<file path="src/rtl/intr_pkg.sv">
// -----------------------------------------------------------------------------
// intr_pkg
// Shared definitions for the APB interrupt controller:
//   - register address map
//   - VECTOR codes (NMI, external base, internal base, none)
//   - APB slave FSM state enum
//   - first_set(): lowest set bit finder used by the vector priority logic
// -----------------------------------------------------------------------------
package intr_pkg;

   localparam logic [7:0] ADDR_CTRL     = 8'h00;
   localparam logic [7:0] ADDR_MASK_EXT = 8'h01;
   localparam logic [7:0] ADDR_MASK_INT = 8'h02;
   localparam logic [7:0] ADDR_PEND_EXT = 8'h03;
   localparam logic [7:0] ADDR_PEND_INT = 8'h04;
   localparam logic [7:0] ADDR_VECTOR   = 8'h05;
   localparam logic [7:0] ADDR_STATUS   = 8'h06;
   localparam logic [7:0] ADDR_LAST     = ADDR_STATUS;

   localparam logic [7:0] VEC_NMI      = 8'h80;
   localparam logic [7:0] VEC_EXT_BASE = 8'h10;
   localparam logic [7:0] VEC_INT_BASE = 8'h20;
   localparam logic [7:0] VEC_NONE     = 8'h00;

   // ST_SETUP  : setup phase has been sampled (bus is now in its wait cycle)
   // ST_ACCESS : access phase has been sampled, pready=1 this cycle
   // ST_DONE   : transfer finished, behaves like IDLE for the next setup
   typedef enum logic [1:0] {
      ST_IDLE   = 2'd0,
      ST_SETUP  = 2'd1,
      ST_ACCESS = 2'd2,
      ST_DONE   = 2'd3
   } apb_state_t;

   // Returns {found, index} of the lowest set bit of bits.
   function automatic logic [3:0] first_set(input logic [7:0] bits);
      logic [3:0] res;
      res = 4'b0000;
      for (int i = 7; i >= 0; i--) begin
         if (bits[i]) begin
            res = {1'b1, 3'(i)};
         end
      end
      return res;
   endfunction

endpackage

</file>
<file path="src/rtl/intr_edge_det.sv">
// -----------------------------------------------------------------------------
// intr_edge_det
// One interrupt source: two-flop synchroniser, rising-edge detector and a
// sticky pending bit with write-1-to-clear. A new edge in the same cycle as a
// clear keeps the bit set so no event is lost.
// Ports:
//   pclk, preset_n : clock, asynchronous active-low reset
//   src            : asynchronous interrupt source level
//   clr            : W1C strobe for this pending bit (one cycle)
//   pend           : pending bit
// -----------------------------------------------------------------------------
module intr_edge_det (
   input  logic pclk,
   input  logic preset_n,
   input  logic src,
   input  logic clr,
   output logic pend
);

   logic sync1_reg;
   logic sync2_reg;
   logic prev_reg;
   logic pend_reg;
   logic rise;

   // prev_reg starts at 0, so a source already high at reset release is
   // always seen as exactly one edge.
   assign rise = sync2_reg & ~prev_reg;

   always_ff @(posedge pclk or negedge preset_n) begin
      if (!preset_n) begin
         sync1_reg <= 1'b0;
         sync2_reg <= 1'b0;
         prev_reg  <= 1'b0;
         pend_reg  <= 1'b0;
      end else begin
         sync1_reg <= src;
         sync2_reg <= sync1_reg;
         prev_reg  <= sync2_reg;
         pend_reg  <= rise | (pend_reg & ~clr);
      end
   end

   assign pend = pend_reg;

endmodule

</file>
<file path="src/rtl/intr_apb_slave.sv">
// -----------------------------------------------------------------------------
// intr_apb_slave
// APB-attached interrupt controller: 8 external + 8 internal maskable sources
// and one NMI, each with its own edge-capturing pending bit.
// Ports:
//   pclk, preset_n               : clock, asynchronous active-low reset
//   psel, penable, pwrite        : APB control
//   paddr[7:0], pwdata[7:0]      : APB address / write data
//   prdata[7:0], pready, pslverr : APB response (one wait state per transfer)
//   NMI, IRQ[7:0], Int_IRQ[7:0]  : interrupt sources (asynchronous)
//   i_bit                        : CPU global mask for maskable requests
//   I_flag, UI_flag              : maskable / non-maskable request to CPU
// -----------------------------------------------------------------------------
module intr_apb_slave
   import intr_pkg::*;
(
   input  logic       pclk,
   input  logic       preset_n,
   input  logic       psel,
   input  logic       penable,
   input  logic       pwrite,
   input  logic [7:0] paddr,
   input  logic [7:0] pwdata,
   output logic [7:0] prdata,
   output logic       pready,
   output logic       pslverr,
   input  logic       NMI,
   input  logic [7:0] IRQ,
   input  logic [7:0] Int_IRQ,
   input  logic       i_bit,
   output logic       I_flag,
   output logic       UI_flag
);

   apb_state_t state_reg;
   apb_state_t state_next;

   logic       ctrl_en_reg;
   logic [7:0] mask_ext_reg;
   logic [7:0] mask_int_reg;

   logic       pready_reg;
   logic       pready_next;
   logic       pslverr_reg;
   logic       pslverr_next;
   logic [7:0] prdata_reg;
   logic [7:0] prdata_next;

   logic       i_flag_reg;
   logic       i_flag_next;
   logic       ui_flag_reg;

   logic [7:0] pend_ext;
   logic [7:0] pend_int;
   logic       nmi_pend;
   logic [7:0] clr_ext;
   logic [7:0] clr_int;
   logic       clr_nmi;

   logic       acc_ok;
   logic       addr_err;
   logic       wr_commit;
   logic [7:0] rd_mux;
   logic [7:0] vector;
   logic [3:0] ext_hit;
   logic [3:0] int_hit;

   // ---------------------------------------------------------------- sources
   genvar gi;
   generate
      for (gi = 0; gi < 8; gi++) begin : g_ext
         intr_edge_det u_ext (
            .pclk     (pclk),
            .preset_n (preset_n),
            .src      (IRQ[gi]),
            .clr      (clr_ext[gi]),
            .pend     (pend_ext[gi])
         );
      end
      for (gi = 0; gi < 8; gi++) begin : g_int
         intr_edge_det u_int (
            .pclk     (pclk),
            .preset_n (preset_n),
            .src      (Int_IRQ[gi]),
            .clr      (clr_int[gi]),
            .pend     (pend_int[gi])
         );
      end
   endgenerate

   intr_edge_det u_nmi (
      .pclk     (pclk),
      .preset_n (preset_n),
      .src      (NMI),
      .clr      (clr_nmi),
      .pend     (nmi_pend)
   );

   // ------------------------------------------------------------ decode
   assign addr_err = (paddr > ADDR_LAST) || (pwrite && (paddr == ADDR_VECTOR));

   // First access-phase sample after setup: respond in the following cycle.
   assign acc_ok = (state_reg == ST_SETUP) && psel && penable;

   // Writes land at the end of the pready cycle, exactly once.
   assign wr_commit = pready_reg && psel && penable && pwrite && !addr_err;

   assign clr_ext = (wr_commit && (paddr == ADDR_PEND_EXT)) ? pwdata : 8'h00;
   assign clr_int = (wr_commit && (paddr == ADDR_PEND_INT)) ? pwdata : 8'h00;
   assign clr_nmi = wr_commit && (paddr == ADDR_STATUS) && pwdata[0];

   // ------------------------------------------------------------ vector
   always_comb begin
      ext_hit = first_set(pend_ext & mask_ext_reg);
      int_hit = first_set(pend_int & mask_int_reg);
      vector  = VEC_NONE;
      if (nmi_pend) begin
         vector = VEC_NMI;
      end else if (ext_hit[3]) begin
         vector = VEC_EXT_BASE + {5'b00000, ext_hit[2:0]};
      end else if (int_hit[3]) begin
         vector = VEC_INT_BASE + {5'b00000, int_hit[2:0]};
      end
   end

   // ------------------------------------------------------------ read mux
   always_comb begin
      rd_mux = 8'h00;
      case (paddr)
         ADDR_CTRL:     rd_mux = {7'b0000000, ctrl_en_reg};
         ADDR_MASK_EXT: rd_mux = mask_ext_reg;
         ADDR_MASK_INT: rd_mux = mask_int_reg;
         ADDR_PEND_EXT: rd_mux = pend_ext;
         ADDR_PEND_INT: rd_mux = pend_int;
         ADDR_VECTOR:   rd_mux = vector;
         ADDR_STATUS:   rd_mux = {5'b00000, ui_flag_reg, i_flag_reg, nmi_pend};
         default:       rd_mux = 8'h00;
      endcase
   end

   // ------------------------------------------------------------ FSM
   always_comb begin
      state_next   = state_reg;
      pready_next  = 1'b0;
      pslverr_next = 1'b0;
      prdata_next  = 8'h00;

      case (state_reg)
         ST_IDLE, ST_DONE: begin
            if (psel && !penable) begin
               state_next = ST_SETUP;
            end else begin
               state_next = ST_IDLE;
            end
         end
         ST_SETUP: begin
            if (!psel) begin
               state_next = ST_IDLE;
            end else if (penable) begin
               state_next = ST_ACCESS;
            end
         end
         ST_ACCESS: begin
            // psel dropping here aborts; wr_commit is gated the same way.
            if (psel && penable) begin
               state_next = ST_DONE;
            end else begin
               state_next = ST_IDLE;
            end
         end
         default: state_next = ST_IDLE;
      endcase

      if (acc_ok) begin
         pready_next  = 1'b1;
         pslverr_next = addr_err;
         if (!pwrite && !addr_err) begin
            prdata_next = rd_mux;
         end
      end
   end

   assign i_flag_next = ctrl_en_reg & ~i_bit &
                        (|((pend_ext & mask_ext_reg) | (pend_int & mask_int_reg)));

   // ------------------------------------------------------------ registers
   always_ff @(posedge pclk or negedge preset_n) begin
      if (!preset_n) begin
         state_reg    <= ST_IDLE;
         pready_reg   <= 1'b0;
         pslverr_reg  <= 1'b0;
         prdata_reg   <= 8'h00;
         ctrl_en_reg  <= 1'b0;
         mask_ext_reg <= 8'h00;
         mask_int_reg <= 8'h00;
         i_flag_reg   <= 1'b0;
         ui_flag_reg  <= 1'b0;
      end else begin
         state_reg   <= state_next;
         pready_reg  <= pready_next;
         pslverr_reg <= pslverr_next;
         prdata_reg  <= prdata_next;
         i_flag_reg  <= i_flag_next;
         ui_flag_reg <= nmi_pend;
         if (wr_commit) begin
            case (paddr)
               ADDR_CTRL:     ctrl_en_reg  <= pwdata[0];
               ADDR_MASK_EXT: mask_ext_reg <= pwdata;
               ADDR_MASK_INT: mask_int_reg <= pwdata;
               default:       ;
            endcase
         end
      end
   end

   assign pready  = pready_reg;
   assign pslverr = pslverr_reg;
   assign prdata  = prdata_reg;
   assign I_flag  = i_flag_reg;
   assign UI_flag = ui_flag_reg;

endmodule

</file>
<file path="config.mk">
export PLATFORM = sky130hd
export DESIGN_NAME = intr_apb_slave
export DESIGN_NICKNAME = d
export VERILOG_FILES = /design/src/rtl/intr_pkg.sv /design/src/rtl/intr_edge_det.sv /design/src/rtl/intr_apb_slave.sv
export SDC_FILE = /design/constraint.sdc
export NUM_CORES = 1
export LEC_CHECK = 0
export ABC_AREA = 1
export CAP_MARGIN = 10
export CORE_UTILIZATION = 55
export DETAILED_ROUTE_END_ITERATION = 16
export GPL_TIMING_DRIVEN = 0
export MAX_ROUTING_LAYER = met4
export PLACE_DENSITY = 0.79
export SLEW_MARGIN = 15
export SYNTH_ARGS = -nofsm -noshare
export SYNTH_HDL_FRONTEND = slang
export SYNTH_SLANG_ARGS = --single-unit
</file>
<file path="constraint.sdc">
create_clock -name pclk -period 1.5 [get_ports pclk]
set_clock_uncertainty 0.1 [all_clocks]
set_input_delay 0.3 -clock pclk [delete_from_list [all_inputs] [get_ports pclk]]
set_output_delay 0.3 -clock pclk [all_outputs]
set_load 0.02 [all_outputs]
</file>
* After elaboration in Yosys (flattened, before gate mapping) *
Cells that the tools add are included.

storage, ports and cells
  flip-flop bits (word level) = 99
  bits in latches = 0
  memory bits (writable) = 0
  ROM bits = 0
  bits of input ports = 39
  output and inout port bits = 12
  memories kept = 0

operators by class
  $add $sub $neg = 2
  $mul = 0
  divide/modulo/power cells = 0
  order comparisons = 1
  equality and inequality tests = 10
  shifts and indexed selects = 0
  mux-type cells = 31
  bitwise gates (word level) = 91
  reductions and logical operators = 25

operators by type and width
  cell                 count
  $mux 4               16
  $pmux 8 s7           1
  $mux 8               5
  $and 1x1->1          36
  $not 1->1            35
  $eq 8x3->1 const B   3
  $or 1x1->1           17
  $and 8x8->8          2
  $eq 8x2->1 const B   2
  $logic_and 1x1->1    14
  $mux 7               2
  $eq 8x1->1 const B   1
  $gt 8x3->1 const B   1
  $logic_not 8->1      1
  $or 8x8->8           1
  $reduce_or 8->1      1
  $add 6x3->7 const A  1
  $add 5x3->6 const A  1
  $mux 2               3
  $pmux 2 s3           1
  $reduce_and 2->1     3
  $eq 2x2->1 const B   2
  $logic_not 1->1      3
  $mux 1               3
  other kinds (5)      5

* Logic depth before layout (Yosys ltp) *
Gate-level depths: netlist (run 1).

  depth after elaboration = 16
  gate-level depth with buffers = 12

* Hierarchy *
Synthesis (run 1) repeated with hierarchy kept, for this count alone.

second synthesis, totals
  cells, all modules = 449
  area total of the unflattened synthesis = 4156.5 µm²

modules (own cells, without submodules)
  module          instances  cells an instance  area an instance (µm²)  seq. area each (µm²)
  intr_apb_slave  1          296                2135.8                  775.7
  intr_edge_det   17         9                  118.9                   100.1

* Worst setup path after synthesis (run 1) *
OpenSTA, ideal clock, no wires.

  path kind = input to register
  start = input port paddr[5]
  end = register mask_ext_reg[0]
  setup time = 0.119 ns
  arrival = 1.311 ns
  slack = -0.030 ns
  cell stages on the path = 8
  cell sequence = nor2_2 -> nand3_4 -> nor3_2 -> nand2_1 -> nand3_4 -> nor2_8 -> buf_12 -> o21a_1

between the ends
  cells in the longest elaborated chain, start to end = 6

RTL lines
  element                                             line                   RTL
  from (decl)                                         intr_apb_slave.sv:22   input logic [7:0] paddr,
  branches (longest 5 deep; another with $gt 8x3->1)  -
  $reduce_and 2->1 (no line) *                        -
  to (signal assigned)                                intr_apb_slave.sv:208  ADDR_MASK_EXT: mask_ext_reg <= pwdata;
  to (decl)                                           intr_apb_slave.sv:39   logic [7:0] mask_ext_reg;

Mark *: on every way between the ends.
A chain may end at the register's enable or synchronous reset.

* Worst setup path in the final report (run 1) *
  start = input port pwrite
  end = register mask_ext_reg[2]

between the ends
  cells in the longest elaborated chain, start to end = 5

RTL lines
  element                       line                   RTL
  from (decl)                   intr_apb_slave.sv:21   input logic pwrite,
  $logic_and 1x1->1             intr_apb_slave.sv:100  assign addr_err = (paddr > ADDR_LAST) || (pwrite && (paddr == ADDR_VECTOR));
  $logic_or 1x1->1              intr_apb_slave.sv:100
  $logic_not 1->1               intr_apb_slave.sv:106  assign wr_commit = pready_reg && psel && penable && pwrite && !addr_err;
  $logic_and 1x1->1 *           intr_apb_slave.sv:106
  $reduce_and 2->1 (no line) *  -

Mark *: on every way between the ends. The rest lies on a longest branch, timed or not.

==> results of run 1 <==
==> power groups by stage <==
stage	registers [uW]	clock network, uW	logic (uW)
after global routing	2770	1790	352
after detailed placement	2820	0	265
after floorplan	2810	0	72.5
after global placement	2820	0	247
after CTS	2770	1670	296
final	2770	1670	321
==> worst max-delay path by stage <==
stage / to / depth (start not counted)
finish: mask_ext_reg[2] / 8
global route: prdata[0] / 9
CTS: mask_ext_reg[4] / 9
detailed placement: g_ext[6].u_ext.pend / 11
global placement: u_nmi.sync1_reg / 1
floorplan: mask_ext_reg[0] / 9
==> placed cells by master, fill, tap and decap left out, types with 3 or more instances in the layout <==
master           instances
buf_4                   49
nand3_4                  5
nand2_4                  5
inv_1                   45
dlygate4sd2_1           12
buf_2                    3
clkbuf_8                10
o21ai_1                  9
clkinvlp_4               3
clkbuf_2                 4
nand2_1                131
inv_2                   12
nand2_2                 37
nand4_1                  5
nand3_1                 10
o21ai_2                  3
o21ai_0                  4
o21a_1                   6
buf_16                   3
nand3_2                  3
buf_8                    3
nor3_4                   5
clkdlybuf4s50_1         27
nor2_4                  11
nor2_1                  15
clkdlybuf4s15_1          3
buf_6                   10
dfrtp_1                 99
==> critical path: cells and delay by family <==
kind / cells / cell delay (ns)
buffers and inverters: 3 / 0.77
AO/OA/AOI/OAI: 1 / 0.11
AND/OR/NAND/NOR: 4 / 0.57
==> cell type report <==
type                       instances  area share
buffer                             1     0.00266
clock buffer                      10      0.0244
clock inverter                     6     0.00977
inverter                          61      0.0431
multi-input combinational        267       0.274
sequential                        99       0.440
tap                               96      0.0213
timing repair buffer             114       0.185
==> through the flow <==
| stage | setup TNS, ns | power (uW) | hold slack, ns | cells |
|---|---|---|---|---|
| 2_1_floorplan | 0 | 2890 | -0.0956 | 429 |
| 5_1_grt | -3.00 | 4910 | 0.255 | 654 |
| 4_1_cts | -3.06 | 4740 | 0.250 | 640 |
| 6_report | -0.930 | 4750 | 0.253 | 654 |
| 3_5_place_dp | -28.46 | 3090 | 0.182 | 576 |
| 3_3_place_gp | -364.12 | 3060 | 0.232 | 575 |
==> kinds of logic (layout without fill, tap and decap cells) <==
kind of cell               Yosys count  count (layout)  share of synthesized area
buffers and inverters               63             192                     0.0660
adders and majority gates            2               2                    0.00623
DFF                                 99              99                      0.617
and+or+nand+nor                    232             232                      0.257
AOI/OAI and AO/OA                   33              33                     0.0539
==> what timing repair did <==
item	4_1_cts	5_1_grt
hold buffers	1	0
hold endpoints to repair	33	0
endpoints found under the setup margin	54	44
setup buffers	45	17
pin swaps	27	42
resized for setup	70	77
cloned	2	0
==> per-layer routing <==
| metal | wire (microns) | vias to the layer above | GRT usage |
|---|---|---|---|
| met2 | 5320 | 151 | 0.496 |
| li1 | - | 1577 | - |
| met4 | 274 | 0 | 0.124 |
| met3 | 655 | 32 | 0.0607 |
| met1 | 4130 | 1608 | 0.336 |
| met5 | 0 | - | - |
==> summary.md, run 1 <==
| Metric | Value |
|---|---|
| Number of detailed-route iterations in the first pass | `4` |
| RePlAce Congestion | `0.896` |
| Endpoints failing setup | `30` |
| Clock power share | `0.351` |
| Hold endpoint | `g_int[0].u_int.sync2_reg` |
| Clock Tree Root | `clkbuf_8` |
| Total CTS buffers | `9` |
| Area of the multi-input gates | `1540 sq um` |
| RSZ-0062 raised after global routing | `yes` |
| DR vias/cell | `5.15` |
| Post-Syn Area per Cell | `9.36 sq um` |
| Status | `complete, but fails checks` |
| Pleak | `0.00289 uW` |
| Seq pwr share | `0.582` |
| Drt initial violations | `202` |
| Clk sink count | `99` |
| Worst r2r path cells | `8` |
| Grt ovf | `0` |
| Switching share of total power | `0.251` |
| Crit path max-delay cell type | `clkdlybuf4s50_1` |
| Fin crit period | `1.60 ns` |
| Seq cells post-synth | `99` |
| Top cell type's share of synthesized area | `0.617` |
| Count of cell types in the netlist | `30` |
| IO Port Bufs | `50` |
| Post-synth ARST share | `1.00` |
| Total Wirelength | `10,400 microns` |
| RR Endpoint | `mask_ext_reg[2]` |
| Worst Path Max Fanout | `5` |
| Post-synthesis sequential area ratio | `0.617` |
| Synth warn | `0` |
| Post-synth top cells | `nand2_1 (171), dfrtp_1 (99), inv_1 (54)` |
| Setup WS post-layout | `-0.0993 ns` |
| Final Cycle Share | `1.07` |
| Cell Area, Synth | `4020 sq um` |
| PD cells | `844 nW/um^2` |
| Skew-Pair Late Insertion Delay | `0.37 ns` |
| Share of layout cells above drive strength 1 | `0.323` |
| Die area | `7650 sq um` |
| Relative slew slack | `0.693` |
| Critical Path Start | `pwrite` |
| Placed Area | `4670 sq um` |
| Via count | `3,368` |
| Cell internal pwr | `3560 uW` |
| Gr usage total | `0.292` |
| HPWL Detailed | `6380 microns` |
| Max incr delay on CP | `0.53 ns` |
| Final hold violation count | `0` |
| Die Y | `87.5 microns` |
| Final instance area | `5630 sq um` |
| Clk pin slew, worst setup/hold paths | `0.10 ns` |
| Net count after synthesis | `470` |
| Global-route wire length before repair | `15,700 microns` |
| Worst EP arrival | `1.76 ns` |
| Main synth FF type | `dfrtp_1` |
| Area grow syn2layout | `40.3%` |
| Critical path start-end classification | `input pin to flop` |
| Hold depth | `0` |
| Crit path required time | `1.66 ns` |
| Max cap viols | `0` |
| Hold Path Class | `flop to flop` |
| ANT cells | `0` |
| Gate power share | `0.068` |
| Reg2reg start | `pready` |
| Ports | `51` |
| CTS Buffer Depth | `2` |
| Count leader, synth | `nand2_1` |
| Core area | `6910 sq um` |
| Max Clk Rate | `625 MHz` |
| Worst slew pin tran | `0.461 ns` |
| DR WL/cell | `15.9 microns` |
| Clock tree from TritonCTS | `built` |
| Pins Over Slew Limit | `0` |
| Placement Setup Slack | `-0.767 ns` |
| Initial Util | `0.582` |
| Reg area | `2480 sq um` |
| DRT antenna net count | `0` |
| Synth area leaders | `dfrtp_1 (62%), nand2_1 (16%), inv_1 (5.0%), nor2_1 (2.0%), nand3_1 (1.9%)` |
| DRC Markers | `0` |
| Maximum vdd drop | `0.750 mV` |
| Startpoint Class | `input pin` |
| H-tree Lvls | `3` |
| Core Util, Final | `0.816` |
| Number of global-route vias before repair | `3,352` |
| # nets final | `594` |
| Antenna violations before repair | `0` |
| Failing checks | `setup timing` |
| Post-synth EDFFs | `0` |
| Die width | `87.5 microns` |
| Crit path cell chain | `clkdlybuf4s50_1, inv_2, nor2_4, nand3_4, nor2_8, buf_6, nand2_2, o21a_1` |
| Row Count | `30` |
| Min-Delay Startpoint | `g_int[0].u_int.sync1_reg` |
| Area leader, netlist | `dfrtp_1` |
| Fillers | `433` |
| Cell count after synthesis | `429` |
| Setup crit end kind | `flop` |
| NetSw | `1190 uW` |
| Largest net degree at the start of global routing | `67` |
| Register-to-register setup slack | `-0.08 ns` |
Power figures use the tool's default switching activity.
==> run 2: changes to the inputs <==
Settings changed: CTS_CLUSTER_SIZE set to 14.
==> results of run 2 <==
Same layout as run 1: the final DEF is identical, and so are final timing and power.
